<file path="src/rtl/async_fifo_rd_pkg.sv">
// -----------------------------------------------------------------------------
// async_fifo_rd_pkg
// Shared types and helpers for the async FIFO read-side burst reader.
//   rd_state_e       : reader FSM states (IDLE, FILL, BURST)
//   clamp_burst_len  : maps a raw burst-length request onto 1..max_burst
// -----------------------------------------------------------------------------
package async_fifo_rd_pkg;

    typedef enum logic [1:0] {
        IDLE  = 2'd0,
        FILL  = 2'd1,
        BURST = 2'd2
    } rd_state_e;

    // A request of 0 still produces a one-beat burst; anything larger than
    // the burst ceiling is trimmed to it.
    function automatic int unsigned clamp_burst_len(input int unsigned len,
                                                    input int unsigned max_burst);
        if (len == 0) begin
            return 1;
        end
        if (len > max_burst) begin
            return max_burst;
        end
        return len;
    endfunction

endpackage

</file>
<file path="src/rtl/fifo_rd_hold_stage.sv">
// -----------------------------------------------------------------------------
// fifo_rd_hold_stage
// Two-register pipeline between the FIFO read port and the valid/ready output.
// H (holdback) receives popped words; O (output) drives the downstream beat.
// A word leaves H only once its last flag is known: either it is already
// marked last, or a successor word is waiting in the FIFO (so it cannot be
// the last beat of a short burst).
//
// Ports:
//   r_clk, r_rst   : read clock, asynchronous active-high reset
//   h_load         : pop strobe; H captures h_load_dat / h_load_last
//   h_load_dat     : FIFO head word being popped
//   h_load_last    : popped word closes the burst
//   h_set_last     : idle timeout; mark the word held in H as last
//   succ_avail     : FIFO holds at least one more word (r_empty = 0)
//   m_ready        : downstream accepts the beat in O
//   h_full, h_last : H occupancy and its last flag
//   h_move         : H is transferred into O this cycle
//   m_valid, m_dat, m_last : output beat (m_valid = O full)
// -----------------------------------------------------------------------------
module fifo_rd_hold_stage #(
    parameter int DW = 10
) (
    input  logic          r_clk,
    input  logic          r_rst,
    input  logic          h_load,
    input  logic [DW-1:0] h_load_dat,
    input  logic          h_load_last,
    input  logic          h_set_last,
    input  logic          succ_avail,
    input  logic          m_ready,
    output logic          h_full,
    output logic          h_last,
    output logic          h_move,
    output logic          m_valid,
    output logic [DW-1:0] m_dat,
    output logic          m_last
);

    logic [DW-1:0] h_dat;

    // O is free when empty or when its beat is being accepted right now.
    assign h_move = h_full && (!m_valid || m_ready) && (h_last || succ_avail);

    // NOTE: registers are updated with non-blocking assignments so every
    // always_ff sees the pre-edge value of every other register.
    always_ff @(posedge r_clk or posedge r_rst) begin
        if (r_rst) begin
            h_full <= 1'b0;
            h_last <= 1'b0;
            h_dat  <= '0;
        end else if (h_load) begin
            // A pop only happens when H is empty or moving out this cycle,
            // so loading always wins over the clear.
            h_full <= 1'b1;
            h_dat  <= h_load_dat;
            h_last <= h_load_last;
        end else begin
            if (h_move) begin
                h_full <= 1'b0;
            end
            if (h_set_last) begin
                h_last <= 1'b1;
            end
        end
    end

    // NOTE: the data registers are reset as well because m_dat is a visible
    // output that must read 0 after reset, not just be qualified by m_valid.
    always_ff @(posedge r_clk or posedge r_rst) begin
        if (r_rst) begin
            m_valid <= 1'b0;
            m_dat   <= '0;
            m_last  <= 1'b0;
        end else if (h_move) begin
            m_valid <= 1'b1;
            m_dat   <= h_dat;
            m_last  <= h_last;
        end else if (m_ready) begin
            m_valid <= 1'b0;
        end
    end

endmodule

</file>
<file path="src/rtl/async_fifo_burst_reader.sv">
// -----------------------------------------------------------------------------
// async_fifo_burst_reader
// Read-domain consumer of the async FIFO's first-word-fall-through port.
// Waits for the FIFO to fill (or a timeout), then pops up to BL words and
// presents them as a valid/ready burst terminated by m_last. A burst that
// runs dry is closed by an idle timeout on the word still held back.
//
// Ports:
//   r_clk, r_rst          : read clock, asynchronous active-high reset
//   r_en                  : FIFO pop strobe
//   o_dat                 : FIFO head word (valid while r_empty = 0)
//   r_empty               : FIFO empty flag
//   r_almost_empty        : FIFO almost-empty flag
//   m_valid/m_ready       : output handshake
//   m_dat, m_last         : output beat data and end-of-burst marker
//   cfg_burst_len         : beats per burst (0 -> 1, clamped to MAX_BURST)
//   cfg_timeout           : fill-wait and short-burst idle limit in cycles
//   busy                  : reader is not idle
//   burst_cnt             : completed bursts, wrapping
// -----------------------------------------------------------------------------
module async_fifo_burst_reader
    import async_fifo_rd_pkg::*;
#(
    parameter int DW        = 10,
    parameter int MAX_BURST = 16,
    parameter int TW        = 8
) (
    input  logic                         r_clk,
    input  logic                         r_rst,
    output logic                         r_en,
    input  logic [DW-1:0]                o_dat,
    input  logic                         r_empty,
    input  logic                         r_almost_empty,
    output logic                         m_valid,
    input  logic                         m_ready,
    output logic [DW-1:0]                m_dat,
    output logic                         m_last,
    input  logic [$clog2(MAX_BURST):0]   cfg_burst_len,
    input  logic [TW-1:0]                cfg_timeout,
    output logic                         busy,
    output logic [15:0]                  burst_cnt
);

    localparam int BLW = $clog2(MAX_BURST) + 1;

    rd_state_e      state;
    logic [BLW-1:0] bl_q;      // clamped burst length for this burst
    logic [BLW-1:0] pcnt;      // words popped in this burst
    logic [TW-1:0]  to_q;      // timeout latched for this burst
    logic [TW-1:0]  tmr;       // fill-wait countdown
    logic [TW-1:0]  itmr;      // idle counter for the held-back word
    logic           closed;    // idle timeout already ended the burst early

    logic h_full;
    logic h_last;
    logic h_move;
    logic h_load_last;
    logic idle_run;
    logic h_set_last;
    logic beat_end;

    // Pops need room in H; the closed flag stops a timed-out burst from
    // pulling in words that arrive after its last beat was decided.
    assign r_en = (state == BURST) && !r_empty && !closed && (pcnt < bl_q)
                  && (!h_full || h_move);

    assign h_load_last = (pcnt == bl_q - BLW'(1));
    assign idle_run    = (state == BURST) && h_full && !h_last && r_empty;
    assign h_set_last  = idle_run && (itmr == to_q);
    assign beat_end    = m_valid && m_ready && m_last;

    fifo_rd_hold_stage #(
        .DW (DW)
    ) u_hold (
        .r_clk       (r_clk),
        .r_rst       (r_rst),
        .h_load      (r_en),
        .h_load_dat  (o_dat),
        .h_load_last (h_load_last),
        .h_set_last  (h_set_last),
        .succ_avail  (!r_empty),
        .m_ready     (m_ready),
        .h_full      (h_full),
        .h_last      (h_last),
        .h_move      (h_move),
        .m_valid     (m_valid),
        .m_dat       (m_dat),
        .m_last      (m_last)
    );

    always_ff @(posedge r_clk or posedge r_rst) begin
        if (r_rst) begin
            state     <= IDLE;
            busy      <= 1'b0;
            burst_cnt <= '0;
            bl_q      <= '0;
            pcnt      <= '0;
            to_q      <= '0;
            tmr       <= '0;
            itmr      <= '0;
            closed    <= 1'b0;
        end else begin
            case (state)
                IDLE: begin
                    if (!r_empty) begin
                        bl_q  <= BLW'(clamp_burst_len(32'(cfg_burst_len), MAX_BURST));
                        to_q  <= cfg_timeout;
                        tmr   <= cfg_timeout;
                        busy  <= 1'b1;
                        state <= FILL;
                    end
                end

                FILL: begin
                    if (!r_almost_empty || tmr == '0) begin
                        state <= BURST;
                    end else begin
                        tmr <= tmr - TW'(1);
                    end
                end

                BURST: begin
                    if (r_en) begin
                        pcnt <= pcnt + BLW'(1);
                        itmr <= '0;
                    end else if (idle_run) begin
                        if (itmr == to_q) begin
                            closed <= 1'b1;
                        end else begin
                            itmr <= itmr + TW'(1);
                        end
                    end
                    // The last beat is already in O, so no pop can coincide.
                    if (beat_end) begin
                        burst_cnt <= burst_cnt + 16'd1;
                        pcnt      <= '0;
                        itmr      <= '0;
                        closed    <= 1'b0;
                        busy      <= 1'b0;
                        state     <= IDLE;
                    end
                end

                default: begin
                    state <= IDLE;
                    busy  <= 1'b0;
                end
            endcase
        end
    end

endmodule

</file>
<file path="config.mk">
export PLATFORM = sky130hd
export DESIGN_NAME = async_fifo_burst_reader
export DESIGN_NICKNAME = d
export VERILOG_FILES = /design/src/rtl/async_fifo_rd_pkg.sv /design/src/rtl/fifo_rd_hold_stage.sv /design/src/rtl/async_fifo_burst_reader.sv
export SDC_FILE = /design/constraint.sdc
export NUM_CORES = 1
export LEC_CHECK = 0
export CORE_UTILIZATION = 58
export CTS_BUF_LIST = sky130_fd_sc_hd__clkbuf_4 sky130_fd_sc_hd__clkbuf_8 sky130_fd_sc_hd__clkbuf_16
export CTS_CLUSTER_DIAMETER = 150
export DETAILED_ROUTE_END_ITERATION = 8
export GPL_TIMING_DRIVEN = 0
export PLACE_DENSITY = 0.85
export SKIP_LAST_GASP = 1
export SLEW_MARGIN = 20
export SYNTH_ARGS = -nofsm -noshare
export SYNTH_HDL_FRONTEND = slang
export SYNTH_HIERARCHICAL = 1
export SYNTH_SLANG_ARGS = --single-unit
</file>
<file path="constraint.sdc">
create_clock -name r_clk -period 6.6 [get_ports r_clk]
set_input_delay 1.32 -clock r_clk [delete_from_list [all_inputs] [get_ports r_clk]]
set_output_delay 1.32 -clock r_clk [all_outputs]
set_load 0.01 [all_outputs]
</file>
==> qor.yml, run 1 <==
status: "complete, no violations"
r2r_start: "u_hold/h_last"
slew-limit-headroom_pct: 38.1
die_h_um: 83.8
die_w_um: 83.8
post-route-min-period_ns: 5.39
initial_utilization_pct: 60.8
whs_ns: 0.476
clkSlewWorstSetupHoldPaths_ns: 0.08
synth_common_cells: "78 x dfrtp_1, 49 x nand2_1, 22 x xnor2_1"
track_usage_pct: 25.9
gp_congestion: 0.867
drt_iter0_drc: 195
num_io_pins: 58
drive_gt1_share_pct: 11.3
synth_top_area_share_pct: 50.3
setup_slack_ns: 1.21
synth_edf_count: 0
crit_path_end_kind: "output pin"
yosys-top-cells-area: "dfrtp_1 50%, xnor2_1 5.0%, nand2_1 4.7%"
slew_violations: 0
clock_latency_ns: 0.35
critPathMaxFanout: 14
path_buf_inv: 6
die_area_um2: 7020
dr.pass1.iters: 4
cts.sinks: 78
yosysWarnings: 6
cts_setup_buffers: 0
htreeDepth: 3
yosysSeqAreaShare_pct: 50.3
grt_pass1_wl_mm: 14.6
ctsHoldBuffers: 0
rsz0062_at_grt: "false"
cp.required_ns: 5.28
synth_fp_nets: 416
synthArstFlopShare_pct: 100
netlist_area_um2: 3880
netlist_instances: 377
slowest_stage: "clkdlybuf4s50_1"
clock.fmax_mhz: 185
insertedDiodeCount: 0
numCtsBuffers: 9
avgViaCountPerCell: 5.84
cts_tree: "yes"
cp-startpoint: "r_empty"
antenna_found_initial: 0
dp_hpwl_mm: 5.76
synth_cell_type_count: 46
post-route-period-util_pct: 81.7
avgSynthCellArea_um2: 10.3
io_buffers: 57
area_growth_pct: 22.6
yosysMostFrequentCell: "dfrtp_1"
ys_ff_latch: 78
cts_root_buffer: "clkbuf_8"
powerDensity_nw_per_um2: 378
vias: 3077
worst-slew-pin-transition_ns: 0.927
tns_ns: 0
p_leak_uw: 0.00211
grt-ovfl-total: 0
hp-class: "flop to flop"
min-delay-start: "burst_cnt[15]"
wl_per_cell_um: 15.6
maxCapViolations: 0
startpoint_type: "input pin"
fin_skew_ns: 0.00952
synth_flop_cell: "dfrtp_1"
fp.coreArea_um2: 6390
cp_top_family: "buffers and inverters"
cp_slowest_stage_delay_ns: 0.57
fp-row-count: 29
cts_resized: 0
peakVddDrop_mv: 0.262
cp.arrival_ns: 4.07
grt_pass1_vias: 3071
setup_viol: 0
drtAntennaViolNets: 0
pre_cts_slack_ns: 1.24
drc: 0
hold_viol: 0
clk_path_buf_depth: 2
grt_max_degree: 55
num-nets-final: 484
wl_mm: 8.21
yosysTopAreaCell: "dfrtp_1"
cp_cell_sequence: "clkdlybuf4s50_1 -> inv_1 -> o21ai_2 -> a21oi_4 -> buf_12 -> inv_1 -> a221oi_1 -> and3_1 -> buf_4 -> clkdlybuf4s50_1"
critPathKind: "input pin to output pin"
==> final timing paths <==
check,end,slack (ns),cells past startpoint
worst max-delay path,r_en,1.21,10
worst min-delay path,burst_cnt[15],0.48,1
worst max register to register,u_hold/h_dat[2],3.87,9
worst min register to register,burst_cnt[15],0.48,1
max in group asynchronous,u_hold/h_dat[3],4.46,2
min in group asynchronous,burst_cnt[5],1.43,2
==> worst reg2reg max path: stages, from the launching register on <==
cell      delay (ns)
dfrtp_1         0.44
o21ai_2         0.12
a21oi_4         0.21
buf_12          0.18
inv_1           0.05
a221oi_1        0.51
and3_1          0.24
buf_4           0.22
buf_2           0.27
mux2_2          0.37
==> registers in the layout (all words and copies together), names as in the netlist, 2 cells and up <==
register and count:
bl_q 5, burst_cnt 16, itmr 8, pcnt 5, state 2, tmr 8, to_q 8, u_hold/h_dat 10
u_hold/m_dat 10
==> power breakdown <==
group	switching, uW	internal (uW)
Combinational	331	328
Clock	176	195
Sequential	137	631
Total	645	1150
==> metrics by stage <==
| stage | util, % | power (uW) | area, um2 | std cells |
|---|---|---|---|---|
| after floorplan | - | 1200 | 3880 | 377 |
| after global placement | 71.2 | 1380 | 4550 | 511 |
| after detailed placement | 71.2 | 1420 | 4550 | 511 |
| after CTS | 74.5 | 1800 | 4760 | 527 |
| after global routing | 74.5 | 1920 | 4760 | 527 |
| final | 74.5 | 1800 | 4760 | 527 |
==> per-layer routing <==
| metal | wire, um | share of wire, % | GRT usage [%] | vias to the layer above |
|---|---|---|---|---|
| met2 | 3980 | 48 | 42.8 | 78 |
| met4 | 129 | 1.6 | 8.47 | 0 |
| met3 | 341 | 4.2 | 4.06 | 13 |
| li1 | - | - | - | 1461 |
| met1 | 3760 | 46 | 35.1 | 1525 |
| met5 | 0 | 0 | 0 | - |
==> kinds of logic after synthesis <==
group | Yosys count | share of synthesized area (%)
AND/OR/NAND/NOR | 138 | 17.4
flip-flops | 78 | 50.3
AO/OA/AOI/OAI | 65 | 10.8
buffers and inverters | 32 | 3.74
XOR/XNOR | 30 | 6.77
multiplexers | 23 | 7.42
adder cells (fa/ha/maj) | 11 | 3.55
==> cell usage in the layout (no fill, tap or decap), types with 4 or more instances in the layout <==
cell             Yosys  layout
nor4_1               5       5
a21oi_1             15      15
mux2_4               8       8
nand4_1              8       8
and3_1               9       9
nor3_1               8       8
xnor2_1             22      22
nor2_1              20      20
or4_1                4       4
xor2_1               8       8
o21ai_0             21      21
o211ai_1             4       4
clkbuf_8             0      11
inv_1               21      20
ha_1                11      11
nand3_1             16      16
nand2b_1             5       5
dfrtp_1             78      78
clkdlybuf4s50_1      0      57
nand2_1             49      49
or3_1                5       5
clkbuf_1             6       6
mux2_2              14      14
==> final cells by class <==
cell class	count	area (um2)
Buffer	10	60.1
Clock inverter	5	56.3
Tap cell	77	96.3
Inverter	22	87.6
Sequential cell	78	1950
Fill cell	461	1630
Timing Repair Buffer	57	571
Clock buffer	11	151
Multi-Input combinational cell	267	1780
Power figures use the tool's default switching activity.
==> run 2: changes to the inputs <==
--- a/config.mk
+++ b/config.mk
@@ -5,12 +5,12 @@
 export SDC_FILE = /design/constraint.sdc
 export NUM_CORES = 1
 export LEC_CHECK = 0
-export CORE_UTILIZATION = 58
+export CORE_UTILIZATION = 49
 export CTS_BUF_LIST = sky130_fd_sc_hd__clkbuf_4 sky130_fd_sc_hd__clkbuf_8 sky130_fd_sc_hd__clkbuf_16
 export CTS_CLUSTER_DIAMETER = 150
 export DETAILED_ROUTE_END_ITERATION = 8
 export GPL_TIMING_DRIVEN = 0
-export PLACE_DENSITY = 0.85
+export PLACE_DENSITY = 0.76
 export SKIP_LAST_GASP = 1
 export SLEW_MARGIN = 20
 export SYNTH_ARGS = -nofsm -noshare
==> constraint.sdc (replaced) <==
create_clock -name r_clk -period 4.55 [get_ports r_clk]
set_input_delay 0.91 -clock r_clk [delete_from_list [all_inputs] [get_ports r_clk]]
set_output_delay 0.91 -clock r_clk [all_outputs]
set_load 0.01 [all_outputs]
==> qor.yml, run 2 (same netlist as run 1, synthesis figures left out) <==
fin_skew_ns: 0.00994  # was 0.00952 ns
r2r_end: "u_hold/h_dat[0]"  # was u_hold/h_dat[2]
switching_share_pct: 34.3  # was 35.8%
fp-row-count: 32  # was 29
largestRegisters: "burst_cnt (16), u_hold/h_dat (10), u_hold/m_dat (10)"  # unchanged
num-nets-final: 485  # was 484
hp-class: "flop to flop"  # unchanged
fp.coreArea_um2: 7690  # was 6390 um2
area_growth_pct: 24.4  # was 22.6%
wl_mm: 7.85  # was 8.21 mm
slew_violations: 0  # unchanged
min-delay-start: "burst_cnt[15]"  # unchanged
switchingPower_uw: 903  # was 645 uW
largest_register: "burst_cnt"  # unchanged
grt_pass1_wl_mm: 13.7  # was 14.6 mm
powerDensity_nw_per_um2: 545  # was 378 nW/um2
dp_cells: 537  # was 511
drt_iter0_drc: 111  # was 195
cp.arrival_ns: 3.47  # was 4.07 ns
worst-slew-pin-transition_ns: 0.930  # was 0.927 ns
htreeDepth: 3  # unchanged
insertedDiodeCount: 0  # unchanged
cts_tree: "yes"  # unchanged
slowest_stage: "clkdlybuf4s50_1"  # unchanged
post-route-min-period_ns: 4.38
dp_hpwl_mm: 5.78  # was 5.76 mm
antenna_found_initial: 0  # unchanged
drive_gt1_share_pct: 11.6  # was 11.3%
gp_congestion: 0.847  # was 0.867
numCtsBuffers: 9  # unchanged
track_usage_pct: 21.2  # was 25.9%
io_buffers: 57  # unchanged
r2r_cells: 7  # was 9
rsz0062_at_grt: "false"  # unchanged
tns_ns: 0  # unchanged
setup_slack_ns: 0.167  # was 1.21 ns
clk_path_buf_depth: 2  # unchanged
rrSetupSlack_ns: 1.92  # was 3.87 ns
critPathMaxFanout: 14  # unchanged
cts_root_buffer: "clkbuf_8"  # unchanged
wl_per_cell_um: 14.2  # was 15.6 um
drtAntennaViolNets: 0  # unchanged
die_h_um: 91.0  # was 83.8 um
peakVddDrop_mv: 0.319  # was 0.262 mV
pre_cts_slack_ns: -0.0208  # was 1.24 ns
startpoint_type: "input pin"  # unchanged
cts.sinks: 78  # unchanged
vias: 2959  # was 3077
whs_endpoint: "burst_cnt[15]"  # unchanged
cell_internal_pwr_uw: 1730  # was 1150 uW
cp_slowest_stage_delay_ns: 0.56  # was 0.57 ns
avgViaCountPerCell: 5.36  # was 5.84
critPathKind: "input pin to output pin"  # unchanged
hold_viol: 0  # unchanged
p_leak_uw: 0.00213  # was 0.00211 uW
r2r_start: "pcnt[3]"  # was u_hold/h_last
fin_util_pct: 62.8  # was 74.5%
cp.required_ns: 3.64  # was 5.28 ns
grt-ovfl-total: 0  # unchanged
hold-path-cell-count: 1  # unchanged
initial_utilization_pct: 50.5  # was 60.8%
largest_reg_flops: 16  # unchanged
clkPwrFrac_pct: 22.0  # was 20.7%
ctsHoldBuffers: 0  # unchanged
die_w_um: 91.0  # was 83.8 um
grt_pass1_vias: 2951  # was 3071
drc: 0  # unchanged
slew-limit-headroom_pct: 37.9  # was 38.1%
p_total_uw: 2630  # was 1800 uW
clock_latency_ns: 0.36  # was 0.35 ns
die_area_um2: 8280  # was 7020 um2
seqPwrFrac_pct: 42.1  # was 42.7%
num_io_pins: 58  # unchanged
clock.fmax_mhz: 228
maxCapViolations: 0  # unchanged
final_common_cell: "dfrtp_1"  # unchanged
setup_viol: 0  # unchanged
cp_cell_sequence: "clkdlybuf4s50_1 -> inv_1 -> o21ai_2 -> a21oi_4 -> buf_12 -> inv_1 -> a221oi_2 -> and3_1 -> buf_4 -> clkdlybuf4s50_1"  # was clkdlybuf4s50_1 -> inv_1 -> o21ai_2 -> a21oi_4 -> buf_12 -> inv_1 -> a221oi_1 -> and3_1 -> buf_4 -> clkdlybuf4s50_1
grt_max_degree: 34  # was 55
clkSlewWorstSetupHoldPaths_ns: 0.08  # about the same
post-route-period-util_pct: 96.3
fin_cells: 552  # was 527
combPwrFrac_pct: 35.9  # was 36.6%
dr.pass1.iters: 4  # unchanged
crit_path_end_kind: "output pin"  # unchanged
final_cell_mix: "78 x dfrtp_1, 57 x clkdlybuf4s50_1, 49 x nand2_1"  # unchanged
status: "complete, no violations"  # unchanged
run 2: metrics by stage:
| stage | hold slack [ns] | cell area [um2] |
|---|---|---|
| after floorplan | 0.465 | 3880 |
| after global placement | 0.466 | 4580 |
| after detailed placement | 0.482 | 4600 |
| after CTS | 0.493 | 4830 |
| after global routing | 0.491 | 4830 |
| final | 0.481 | 4830 |
run 2: final cells by class:
type	count	area [um2]
well taps	102	128
flip-flops and latches	78	1950
repair buffers	58	591
multi-input cells	267	1790
clock buffers	11	151
plain buffers	10	60.1
inverters	22	85.1
fillers	662	2860
clock inverters	4	70.1
run 2: worst max-delay path, delay by kind of cell:
kind | cells | cell delay (ns)
buf+inv | 6 | 1.65
simple gates | 1 | 0.21
compound gates | 3 | 0.67
run 2: power groups by stage:
stage	combinational [uW]	sequential [uW]	clock (uW)
2_1_floorplan	649	1100	0
3_3_place_gp	898	1110	0
3_5_place_dp	938	1120	0
4_1_cts	952	1110	589
5_1_grt	1070	1140	619
6_report	944	1110	580
run 2: routing by layer:
layer / track usage, % / routed length, um / part of all wire [%] / up-vias
met5: 0 / 0 / 0 / -
met4: 8.86 / 139 / 1.8 / 0
met3: 4.52 / 298 / 3.8 / 12
met2: 34.4 / 3700 / 47 / 55
met1: 27.5 / 3710 / 47 / 1437
li1: - / - / - / 1455
run 2: what timing repair did:
item | in CTS | in global routing
hold endpoints to repair | 0 | 0
setup endpoints to repair | 1 | 0
resized for setup | 1 | 0
buffers inserted | 0 | 0
run 2: worst max-delay path by stage:
stage,startpoint,to,slack (ns),depth (start not counted)
6_report,r_empty,r_en,0.17,10
5_1_grt,r_empty,r_en,0.03,10
4_1_cts,r_empty,r_en,0.16,10
3_5_place_dp,r_empty,r_en,-0.02,10
3_3_place_gp,r_empty,r_en,0.05,10
2_1_floorplan,r_empty,r_en,1.41,8
==> run 3: changes to the inputs <==
--- a/config.mk
+++ b/config.mk
@@ -5,12 +5,12 @@
 export SDC_FILE = /design/constraint.sdc
 export NUM_CORES = 1
 export LEC_CHECK = 0
-export CORE_UTILIZATION = 49
-export CTS_BUF_LIST = sky130_fd_sc_hd__clkbuf_4 sky130_fd_sc_hd__clkbuf_8 sky130_fd_sc_hd__clkbuf_16
+export CORE_MARGIN = 5
+export CORE_UTILIZATION = 54
 export CTS_CLUSTER_DIAMETER = 150
 export DETAILED_ROUTE_END_ITERATION = 8
 export GPL_TIMING_DRIVEN = 0
-export PLACE_DENSITY = 0.76
+export PLACE_DENSITY = 0.8
 export SKIP_LAST_GASP = 1
 export SLEW_MARGIN = 20
 export SYNTH_ARGS = -nofsm -noshare
==> constraint.sdc (replaced) <==
create_clock -name r_clk -period 4.67 [get_ports r_clk]
set_input_delay 0.934 -clock r_clk [delete_from_list [all_inputs] [get_ports r_clk]]
set_output_delay 0.934 -clock r_clk [all_outputs]
set_load 0.01 [all_outputs]
==> qor.yml, run 3 (same netlist as run 1, synthesis figures left out) <==
cp.required_ns: 3.74  # was 3.64 ns
clock.fmax_mhz: 227
post-route-min-period_ns: 4.41
powerDensity_nw_per_um2: 540  # was 545 nW/um2
final_common_cell: "dfrtp_1"  # unchanged
dr.pass1.iters: 4  # unchanged
ctsHoldBuffers: 0  # unchanged
avgViaCountPerCell: 5.47  # was 5.36
wl_per_cell_um: 15.0  # was 14.2 um
cp.arrival_ns: 3.48  # was 3.47 ns
tns_ns: 0  # unchanged
largestRegisters: "burst_cnt (16), u_hold/h_dat (10), u_hold/m_dat (10)"  # unchanged
grt-ovfl-total: 0  # unchanged
drt_iter0_drc: 179  # was 111
numCtsBuffers: 9  # unchanged
grt_max_degree: 30  # was 34
io_buffers: 57  # unchanged
track_usage_pct: 20.1  # was 21.2%
p_leak_uw: 0.00213  # about the same
cts.sinks: 78  # unchanged
fp-row-count: 31  # was 32
cts_tree: "yes"  # unchanged
status: "complete, no violations"  # unchanged
gp_congestion: 0.807  # was 0.847
wl_mm: 8.26  # was 7.85 mm
area_growth_pct: 24.7  # was 24.4%
dp_hpwl_mm: 6.20  # was 5.78 mm
die_h_um: 94.8  # was 91.0 um
htreeDepth: 3  # unchanged
num_io_pins: 58  # unchanged
drive_gt1_share_pct: 11.5  # was 11.6%
clock_latency_ns: 0.35  # was 0.36 ns
drtAntennaViolNets: 0  # unchanged
die_w_um: 94.8  # was 91.0 um
hold_viol: 0  # unchanged
slew-limit-headroom_pct: 40.3  # was 37.9%
rsz0062_at_grt: "false"  # unchanged
startpoint_type: "input pin"  # unchanged
cp-startpoint: "r_empty"  # unchanged
grt_pass1_vias: 3040  # was 2951
clkSlewWorstSetupHoldPaths_ns: 0.07  # was 0.08 ns
min-delay-start: "burst_cnt[15]"  # unchanged
r2r_start: "pcnt[3]"  # unchanged
critPathKind: "input pin to output pin"  # unchanged
fin_skew_ns: 0.0112  # was 0.00994 ns
largest_reg_flops: 16  # unchanged
rrSetupSlack_ns: 1.98  # was 1.92 ns
fp.coreArea_um2: 7140  # was 7690 um2
whs_ns: 0.475  # was 0.481 ns
antenna_found_initial: 0  # unchanged
worst-slew-pin-transition_ns: 0.894  # was 0.930 ns
insertedDiodeCount: 0  # unchanged
final_cell_mix: "78 x dfrtp_1, 57 x clkdlybuf4s50_1, 49 x nand2_1"  # unchanged
slew_violations: 0  # unchanged
drc: 0  # unchanged
clk_path_buf_depth: 2  # unchanged
hp-class: "flop to flop"  # unchanged
p_total_uw: 2610  # was 2630 uW
crit_path_end_kind: "output pin"  # unchanged
critPathMaxFanout: 14  # unchanged
largest_register: "burst_cnt"  # unchanged
num-nets-final: 485  # unchanged
die_area_um2: 8980  # was 8280 um2
grt_pass1_wl_mm: 14.2  # was 13.7 mm
maxCapViolations: 0  # unchanged
initial_utilization_pct: 54.4  # was 50.5%
vias: 3011  # was 2959
setup_viol: 0  # unchanged
post-route-period-util_pct: 94.5
cts_root_buffer: "clkbuf_8"  # unchanged
peakVddDrop_mv: 0.368  # was 0.319 mV
## run 3: final cells by class
type                            count  area, um2
Clock buffer                       10        128
Clock inverter                      6        110
Multi-Input combinational cell    267       1790
Inverter                           22       85.1
Fill cell                         569       2300
Buffer                             10       60.1
Sequential cell                    78       1950
Timing Repair Buffer               58        591
Tap cell                           99        124
## run 3: critical path: stages
cell	delay (ns)
clkdlybuf4s50_1	0.54
inv_1	0.12
o21ai_2	0.08
a21oi_4	0.21
buf_12	0.17
inv_1	0.06
a221oi_2	0.37
and3_1	0.22
buf_4	0.21
clkdlybuf4s50_1	0.56
## run 3: path summary, 6_finish.rpt
kind	depth (start not counted)	to
hold / removal	1	burst_cnt[15]
max in group asynchronous	2	u_hold/m_dat[2]
min in group asynchronous	2	burst_cnt[3]
hold reg to reg	1	burst_cnt[15]
setup / recovery	10	r_en
setup reg to reg	7	u_hold/h_dat[4]
## run 3: metrics by stage
step           setup WS (ns)  util (%)  area, um2  std cells
2_1_floorplan           1.48         -       3880        377
3_3_place_gp           0.132      64.1       4570        533
3_5_place_dp          0.0807      64.4       4590        534
4_1_cts               0.0805      67.7       4830        550
5_1_grt                0.124      67.8       4840        550
6_report               0.256      67.8       4840        550
## run 3: timing repair
action,in CTS,in global routing
resized for setup,0,1
setup buffers,0,0
setup endpoints to repair,0,1
## run 3: metal layers
layer	global-route usage, %	vias to the layer above	wire (um)
li1	-	1463	-
met5	0	-	0
met3	3.11	14	388
met4	8.29	0	170
met2	33.4	76	3990
met1	26.3	1458	3710
## run 3: where the power goes
group	internal (uW)	total, uW	switching, uW	leakage [uW]
clock	354	604	249	0.000112
combinational	466	927	462	0.00102
sequential	892	1080	191	0.000994
